**src/rtl/load_store_unit_pkg.sv**
```systemverilog
// Shared encodings and payload types for the load/store unit.
package load_store_unit_pkg;

    localparam int unsigned XLEN = 32;

    localparam logic [1:0] MEM_BYTE = 2'b00;
    localparam logic [1:0] MEM_HALF = 2'b01;
    localparam logic [1:0] MEM_WORD = 2'b10;

    typedef enum logic [1:0] {
        ST_IDLE   = 2'd0,
        ST_ACCESS = 2'd1,
        ST_DONE   = 2'd2
    } lsu_state_e;

    typedef struct packed {
        logic            we;
        logic [XLEN-1:0] addr;
        logic [3:0]      byte_en;
        logic [XLEN-1:0] wdata;
    } bus_req_t;

    // Load context remembered across the access so the datapath inputs may move.
    typedef struct packed {
        logic       is_load;
        logic [1:0] size;
        logic       zext;
        logic [1:0] addr_lo;
    } ld_ctx_t;

endpackage

```
**src/rtl/lsu_lane_align.sv**
```systemverilog
// Byte-lane steering: legality, byte enables, store replication, load extract/extend.
module lsu_lane_align
    import load_store_unit_pkg::*;
(
    input  logic [1:0]  req_size,
    input  logic [1:0]  req_addr_lo,
    input  logic [31:0] req_wdata,
    input  logic [1:0]  ld_size,
    input  logic        ld_zext,
    input  logic [1:0]  ld_addr_lo,
    input  logic [31:0] ld_rdata,
    output logic        legal_c,
    output logic [3:0]  byte_en_c,
    output logic [31:0] wdata_c,
    output logic [31:0] rdata_c
);

    logic [31:0] shifted;

    // Request side: lane enables and replicated store data.
    always_comb begin
        legal_c   = 1'b0;
        byte_en_c = 4'b0000;
        wdata_c   = '0;
        case (req_size)
            MEM_BYTE: begin
                legal_c   = 1'b1;
                byte_en_c = 4'b0001 << req_addr_lo;
                wdata_c   = {4{req_wdata[7:0]}};
            end
            MEM_HALF: begin
                legal_c   = ~req_addr_lo[0];
                byte_en_c = req_addr_lo[1] ? 4'b1100 : 4'b0011;
                wdata_c   = {2{req_wdata[15:0]}};
            end
            MEM_WORD: begin
                legal_c   = (req_addr_lo == 2'b00);
                byte_en_c = 4'b1111;
                wdata_c   = req_wdata;
            end
            default: ;
        endcase
    end

    // Response side: shift addressed lane down to bit 0, then extend.
    always_comb begin
        shifted = ld_rdata >> {ld_addr_lo, 3'b000};
        case (ld_size)
            MEM_BYTE: rdata_c = {{24{~ld_zext & shifted[7]}}, shifted[7:0]};
            MEM_HALF: rdata_c = {{16{~ld_zext & shifted[15]}}, shifted[15:0]};
            default:  rdata_c = shifted;
        endcase
    end

endmodule

```
**src/rtl/load_store_unit.sv**
```systemverilog
// Data-memory access stage: drives a req/ack bus, stalls the datapath, returns extended load data.
module load_store_unit
    import load_store_unit_pkg::*;
#(
    parameter int unsigned TIMEOUT_CYCLES = 255
) (
    input  logic        clk,
    input  logic        reset,
    input  logic        MemRead,
    input  logic        MemWrite,
    input  logic [1:0]  MemSize,
    input  logic        MemUnsigned,
    input  logic [31:0] Address,
    input  logic [31:0] WriteData,
    output logic [31:0] ReadData,
    output logic        Stall,
    output logic        AddrError,
    output logic        BusError,
    output logic        BusReq,
    output logic        BusWe,
    output logic [31:0] BusAddr,
    output logic [3:0]  BusByteEn,
    output logic [31:0] BusWData,
    input  logic [31:0] BusRData,
    input  logic        BusAck
);

    localparam int unsigned WD_W = (TIMEOUT_CYCLES > 0) ? $clog2(TIMEOUT_CYCLES + 1) : 1;

    lsu_state_e       state_q, state_d;
    bus_req_t         bus_q, bus_d;
    ld_ctx_t          ld_q, ld_d;
    logic             bus_req_q, bus_req_d;
    logic [WD_W-1:0]  wd_cnt_q, wd_cnt_d;
    logic [31:0]      read_data_q, read_data_d;
    logic             bus_error_q, bus_error_d;

    logic             req_c, legal_c, idle_c, access_c, start_c, wd_hit_c;
    logic [WD_W-1:0]  wd_inc_c;
    logic [3:0]       byte_en_c;
    logic [31:0]      wdata_c, ld_rdata_c;

    lsu_lane_align u_align (
        .req_size    (MemSize),
        .req_addr_lo (Address[1:0]),
        .req_wdata   (WriteData),
        .ld_size     (ld_q.size),
        .ld_zext     (ld_q.zext),
        .ld_addr_lo  (ld_q.addr_lo),
        .ld_rdata    (BusRData),
        .legal_c     (legal_c),
        .byte_en_c   (byte_en_c),
        .wdata_c     (wdata_c),
        .rdata_c     (ld_rdata_c)
    );

    assign req_c    = MemRead | MemWrite;
    assign idle_c   = (state_q == ST_IDLE);
    assign access_c = (state_q == ST_ACCESS);
    assign start_c  = idle_c & req_c & legal_c;
    assign wd_inc_c = wd_cnt_q + WD_W'(1);
    // The cycle that would bring the count to the limit is the expiry cycle.
    assign wd_hit_c = (TIMEOUT_CYCLES != 0) && (wd_inc_c == WD_W'(TIMEOUT_CYCLES));

    always_ff @(posedge clk or negedge reset) begin
        if (!reset) begin
            state_q     <= ST_IDLE;
            bus_q       <= '0;
            ld_q        <= '0;
            bus_req_q   <= 1'b0;
            wd_cnt_q    <= '0;
            read_data_q <= '0;
            bus_error_q <= 1'b0;
        end else begin
            state_q     <= state_d;
            bus_q       <= bus_d;
            ld_q        <= ld_d;
            bus_req_q   <= bus_req_d;
            wd_cnt_q    <= wd_cnt_d;
            read_data_q <= read_data_d;
            bus_error_q <= bus_error_d;
        end
    end

    always_comb begin
        state_d     = state_q;
        bus_d       = bus_q;
        ld_d        = ld_q;
        bus_req_d   = bus_req_q;
        wd_cnt_d    = wd_cnt_q;
        read_data_d = read_data_q;
        bus_error_d = 1'b0;
        case (state_q)
            ST_IDLE: begin
                if (start_c) begin
                    state_d         = ST_ACCESS;
                    bus_req_d       = 1'b1;
                    wd_cnt_d        = '0;
                    bus_d.we        = MemWrite;
                    bus_d.addr      = {Address[31:2], 2'b00};
                    bus_d.byte_en   = byte_en_c;
                    bus_d.wdata     = wdata_c;
                    ld_d.is_load    = ~MemWrite;
                    ld_d.size       = MemSize;
                    ld_d.zext       = MemUnsigned;
                    ld_d.addr_lo    = Address[1:0];
                end
            end
            ST_ACCESS: begin
                if (BusAck) begin
                    state_d   = ST_DONE;
                    bus_req_d = 1'b0;
                    if (ld_q.is_load) begin
                        read_data_d = ld_rdata_c;
                    end
                end else if (wd_hit_c) begin
                    state_d     = ST_DONE;
                    bus_req_d   = 1'b0;
                    bus_error_d = 1'b1;
                    if (ld_q.is_load) begin
                        read_data_d = '0;
                    end
                end else begin
                    wd_cnt_d = wd_inc_c;
                end
            end
            ST_DONE: state_d = ST_IDLE;
            default: state_d = ST_IDLE;
        endcase
    end

    assign Stall     = reset & (start_c | access_c);
    assign AddrError = reset & idle_c & req_c & ~legal_c;
    assign BusReq    = bus_req_q;
    assign BusWe     = bus_q.we;
    assign BusAddr   = bus_q.addr;
    assign BusByteEn = bus_q.byte_en;
    assign BusWData  = bus_q.wdata;
    assign ReadData  = read_data_q;
    assign BusError  = bus_error_q;

endmodule
```
**config.mk**
```make
export PLATFORM = sky130hd
export DESIGN_NAME = load_store_unit
export DESIGN_NICKNAME = d
export VERILOG_FILES = /design/src/rtl/load_store_unit_pkg.sv /design/src/rtl/lsu_lane_align.sv /design/src/rtl/load_store_unit.sv
export SDC_FILE = /design/constraint.sdc
export NUM_CORES = 1
export LEC_CHECK = 0
export BUFFER_PORTS_ARGS = -buffer_cell sky130_fd_sc_hd__buf_4
export CORE_ASPECT_RATIO = 0.5
export CORE_MARGIN = 8
export CORE_UTILIZATION = 50
export DETAILED_ROUTE_END_ITERATION = 8
export PLACE_DENSITY = 0.8
export SLEW_MARGIN = 20
export SYNTH_ARGS = -nofsm -noshare
export SYNTH_HDL_FRONTEND = slang
export SYNTH_HIERARCHICAL = 1
export SYNTH_SLANG_ARGS = --single-unit
export TNS_END_PERCENT = 10
```
**constraint.sdc**
```tcl
create_clock -name clk -period 4.5 [get_ports clk]
set_input_delay 1.35 -clock clk [delete_from_list [all_inputs] [get_ports clk]]
set_output_delay 1.35 -clock clk [all_outputs]
set_load 0.005 [all_outputs]
```
======== After elaboration in Yosys (flattened, before gate mapping) ========
Cells that the tools add are included.
cells by class
  mux-type cells .......................... 24
  shift-type cells ........................ 2
  add/sub/neg operators ................... 1
  equality and inequality tests ........... 9
  multipliers ............................. 0
  reduce and logical (&&, ||, !) cells .... 11
  div/mod/pow operators ................... 0
  bitwise logic cells ..................... 14
  $lt $le $gt $ge ......................... 0
operators by type and width
  cell                 count
  $mux 32              4
  $pmux 32 s3          1
  $pmux 32 s2          1
  $shr 32x5->32        1
  $mux 8               3
  $pmux 8 s2           1
  $pmux 4 s3           1
  $add 8x1->8 const B  1
  $and 1x1->1          8
  $eq 8x8->1 const B   1
  $logic_not 2->1      4
  $eq 2x1->1 const B   3
  $mux 1               6
  $mux 2               3
  $reduce_and 3->1     2
  $mux 4               1
  $ne 2x2->1 const B   2
  $not 1->1            4
  $pmux 2 s2           1
  $reduce_and 2->1     2
  $reduce_and 4->1     1
  $reduce_bool 2->1    2
  $shl 1x2->4 const A  1
  $ne 3x2->1 const B   1
  5 further kinds      6
word-level totals
  bits in writable memories ............... 0
  bits in read-only memories .............. 0
  output and inout port bits .............. 105
  input bits .............................. 104
  register bits after elaboration ......... 117
  logic and storage cells ................. 74
  memories ................................ 0
  bits in latches ......................... 0

======== Depth between registers and ports, before layout ========
  depth after elaboration ................. 5
  gate-level depth with buffers ........... 9
  gate-level depth less buffers ........... 7

======== Cells and area by module ========
The synthesis kept the hierarchy.
by module, submodules not included
  module           instances  seq. area each (sq um)  cells an instance  area each (sq um)
  load_store_unit  1          2,927.8                 450                4,548.1
  lsu_lane_align   1          0.0                     201                1,312.5

======== Worst setup path after synthesis ========
Ideal clock, no wire load.
  kind .................................... input to output
  from .................................... in MemSize[1]
  to ...................................... out Stall
  data required time ...................... 3,150 ps
  cell stages on the path ................. 7
  path slack .............................. 451 ps
  buffers on the path ..................... 3
  arrival ................................. 2,699 ps
  path through ............................ clkbuf_1 > clkbuf_1 > a21oi_1 > a21o_1 > nand2_1 > clkbuf_1 > a21boi_0
between the ends
  cells in the longest elaborated chain, start to end .. 5
  elaborated cells on any way between the ends .. 7
  classes of those cells .................. eq/ne: 2; mux: 1; bitwise: 3; reduce/logical: 1
RTL lines
  what                                line                    source
  start: declaration                  load_store_unit.sv:11   input logic [1:0] MemSize,
  $eq 2x2->1 (tied with other cells)  lsu_lane_align.sv:25    case (req_size)
  $pmux 1 s3 *                        lsu_lane_align.sv:25
  via legal_c                         load_store_unit.sv:38   logic req_c, legal_c, idle_c, access_c, start_c, wd_hit_c;
  $and 1x1->1 *                       load_store_unit.sv:60   assign start_c = idle_c & req_c & legal_c;
  $or 1x1->1 *                        load_store_unit.sv:132  assign Stall = reset & (start_c | access_c);
  $and 1x1->1 *                       load_store_unit.sv:132
  end: declaration                    load_store_unit.sv:16   output logic Stall,
The timed path passes the listed nets; every way through them passes the cells marked *.

======== Worst setup path after layout ========
  from .................................... in Address[0]
  to ...................................... out AddrError
between the ends
  cells in the longest elaborated chain, start to end .. 4
  elaborated cells on any way between the ends .. 5
  classes of those cells .................. mux: 1; bitwise: 3; reduce/logical: 1
RTL lines
  what                                          line                                        source
  start: declaration                            load_store_unit.sv:13                       input logic [31:0] Address,
  $logic_not 2->1 or $not 1->1 (tied branches)  lsu_lane_align.sv:37, lsu_lane_align.sv:32
  $pmux 1 s3 *                                  lsu_lane_align.sv:25
  via legal_c                                   load_store_unit.sv:38
  $not 1->1 *                                   load_store_unit.sv:133                      assign AddrError = reset & idle_c & req_c & ~legal_c;
  $and 1x1->1 *                                 load_store_unit.sv:133
  end: declaration                              load_store_unit.sv:17                       output logic AddrError,
Marks and branches as above.

==> run_results.csv <==
group,metric,value,unit
layout,antenna_cells,0,
global_routing,grt_use_met1,27.2,%
drt,wl_per_cell,17.1,um
power,seqPwrFrac,35.0,%
placed_design,port_buffers,206,
global_routing,overflow,0,
clock_network,htreeDepth,4,
sta,finClkSkew,0.0103,ns
status,status,"finished clean",
layout,nets,946,
synthesis,synth-seq-area-share,50.0,%
sta,rsz0062_at_grt,"false",
layout,num-fill-cells,932,
layout,drive_above_1_share,32.6,%
synthesis,avgSynthCellArea,9.00,um2
synthesis,synth-main-ff-cell,"dfrtp_1",
sta,timing.final.ws_setup,0.919,ns
global_routing,grt_pass1_vias,5308,
floorplanning,num_io_pins,209,
drt,via_count,5292,
power,p_sw_share,32.4,%
synthesis,synth-adder-area-share,0.427,%
setup_path,worstSetupPathType,"in2out",
drt,wirelength,17.4,mm
layout,area_delta_synth_final,37.8,%
drt,via_per_inst,5.20,
sta,final_max_slew_viol_count,0,
sta,tns,0,ns
global_routing,antenna_found_initial,0,
power,p_int,3.34,mW
sta,fin_crit_sh,79.6,%
synthesis,synthXorXnorAreaFrac,0.875,%
global_routing,top_usage_layer,"met2",
synthesis,synth_top_family_by_area,"simple AND/OR/NAND/NOR gates",
sta,hold_viol,0,
synthesis,synth_compound_area_share,17.3,%
flow_run,cap_violations,0,
synthesis,synth.ff_latch_count,117,
drt,ant_nets,0,
clock_network,cts.repair.resized,0,
sta,max_freq,279,MHz
clock_network,cts-root-buf,"clkbuf_16",
floorplanning,core-area,11600,um2
power,pwr-share-comb,36.2,%
clock_network,cts_tree,"yes",
synthesis,syn_area,5860,um2
synthesis,syn_inst,651,
layout,multi_input_area,2660,um2
placed_design,place_ws,0.913,ns
power,clock_power_share,28.8,%
synthesis,synthArstFlopShare,100,%
clock_network,clkTransAtPathRegs,0.06,ns
synthesis,ys_warn_count,6,
global_routing,grt_pass1_wl,27.8,mm
clock_network,cts_buffers,17,
power,vdd_drop_max,0.000265,V
placed_design,placed_cells_incl_taps,986,
power,power_density,611,nW/um2
floorplanning,die-width,169,um
setup_path,path_max_fanout,5,
global_routing,grt_max_degree,82,
drt,drtPass1Iterations,5,
sta,whs,0.473,ns
synthesis,netlist-cell-type-count,50,
clock_network,clockBufferDepth,2,
sta,finalCriticalPeriod,3.58,ns
floorplanning,row_count,28,
synthesis,synth_simple_gate_area_share,21.3,%
setup_path,start_kind,"input port",
power,p_total,4.94,mW
floorplanning,die_y,92.6,um
floorplanning,start_util,50.4,%
global_routing,groute.layer.met3.usage,7.13,%
drt,drc,0,
clock_network,cts_setup_buffers,0,
layout,final_cells,1018,
clock_network,hold_buffers,0,
placed_design,hpwl,12.0,mm
global_routing,gr-usage-all-layers,22.2,%
layout,seqCellArea,2930,um2
power,power_switching,1.60,mW
setup_path,arrival,2.23,ns
clock_network,clock_sinks,117,
worst_hold_path,hold_class,"reg2reg",
clock_network,clk_latency,0.41,ns
sta,setup_violations,0,
sta,worst_pin_slew,1.05,ns
synthesis,yosys-mux-area-fraction,5.12,%
sta,slew_headroom,29.7,%
floorplanning,die-area,15700,um2
setup_path,required,3.15,ns
global_routing,use_met2,36.0,%
placed_design,gp_congestion,0.837,
synthesis,synth_edf_count,0,
drt,first_iter_violations,497,
power,p_leak,4.29,nW
setup_path,end_kind,"output port",
[synthesized netlist by cell type, types with 2 or more instances]
cell / instances / area (um2)
buf_4: 5 / 37.5
a22o_1: 32 / 280
xnor2_1: 4 / 35.0
o21a_1: 2 / 15.0
mux2i_1: 24 / 240
o21ai_0: 23 / 115
a31oi_1: 2 / 12.5
buf_1: 3 / 11.3
a21o_1: 16 / 120
nand3_1: 8 / 40.0
buf_6: 5 / 56.3
nor4_1: 2 / 12.5
nor3_1: 2 / 10.0
buf_2: 10 / 50.1
o22ai_2: 8 / 100
or2_2: 9 / 56.3
nand2b_1: 6 / 37.5
dfrtp_1: 117 / 2930
o21ai_1: 2 / 10.0
nor2b_1: 11 / 68.8
a211oi_1: 7 / 52.6
o31ai_1: 2 / 15.0
nor2_1: 19 / 71.3
ha_1: 2 / 25.0
a21oi_1: 34 / 170
clkbuf_1: 24 / 90.1
nand2_1: 235 / 882
inv_1: 12 / 45.0
mux2_2: 3 / 33.8
and3_1: 2 / 12.5
[power by group through the flow]
stage / sequential, mW / clock (mW) / combinational, mW
2_1_floorplan: 1.70 / 0 / 0.944
3_3_place_gp: 1.73 / 0 / 1.75
3_5_place_dp: 1.73 / 0 / 1.80
4_1_cts: 1.73 / 1.44 / 1.81
5_1_grt: 1.78 / 1.49 / 1.97
6_report: 1.73 / 1.42 / 1.79
[final timing paths]
kind | startpoint | to | slack [ns] | cells past startpoint
worst max-delay path | Address[0] | AddrError | 0.92 | 6
worst min-delay path | BusAddr[8]$_DFFE_PN0P_ | BusAddr[8]$_DFFE_PN0P_ | 0.47 | 2
worst max register to register | ld_q[1]$_DFFE_PN0P_ | ReadData[28]$_DFFE_PN0P_ | 2.01 | 4
worst min register to register | BusAddr[8]$_DFFE_PN0P_ | BusAddr[8]$_DFFE_PN0P_ | 0.47 | 2
max in group asynchronous | reset | ld_q[3]$_DFFE_PN0P_ | 2.06 | 3
min in group asynchronous | reset | BusError$_DFF_PN0_ | 0.87 | 1
[worst max-delay path, cell delays in order]
cell,delay [ns]
buf_4,0.11
nor2_1,0.05
a21o_1,0.22
nand2b_1,0.15
nor4_1,0.19
buf_4,0.16
[final cells by class]
type | instances | area share, %
sequential | 117 | 36.3
multi-input combinational | 476 | 32.9
timing repair buffer | 216 | 20.1
clock buffer | 22 | 5.75
tap | 165 | 2.56
clock inverter | 10 | 1.89
inverter | 12 | 0.558
[routing by layer]
| metal | share of wire [%] | wire length (um) |
|---|---|---|
| met1 | 42 | 7280 |
| met2 | 48 | 8290 |
| met3 | 8.1 | 1410 |
| met4 | 2.7 | 471 |
| met5 | 0 | 0 |
[stage by stage]
step           cell area (um2)  util [%]
5_1_grt                   8080      69.4
2_1_floorplan             5860         -
4_1_cts                   8080      69.4
3_3_place_gp              7460      64.1
3_5_place_dp              7460      64.1
6_report                  8080      69.4
[registers in the layout, indices dropped and copies added, names as in the netlist]
| register | flops |
|---|---|
| BusAddr | 30 |
| BusByteEn | 4 |
| BusError | 1 |
| BusReq | 1 |
| BusWData | 32 |
| BusWe | 1 |
| ReadData | 32 |
| ld_q | 6 |
| state_q | 2 |
| wd_cnt_q | 8 |
[kinds of logic (layout without fill, tap and decap cells)]
logic type | count (synthesis) | in the layout
AND/OR/NAND/NOR | 300 | 300
AO/OA/AOI/OAI | 138 | 138
flip-flops | 117 | 117
buffers and inverters | 59 | 260
multiplexers | 29 | 29
XOR/XNOR | 5 | 5
adder cells (fa/ha/maj) | 2 | 2
other | 1 | 2
[cells in the final DEF (no fill, tap or decap), types with 10 or more instances in the layout]
master     count
nand2_1      234
buf_4        216
dfrtp_1      117
a21oi_1       34
a22o_1        32
mux2i_1       24
o21ai_0       23
nor2_1        19
clkbuf_16     17
a21o_1        16
inv_1         12
nor2b_1       10
No activity file was read; power rests on OpenSTA's default activity.
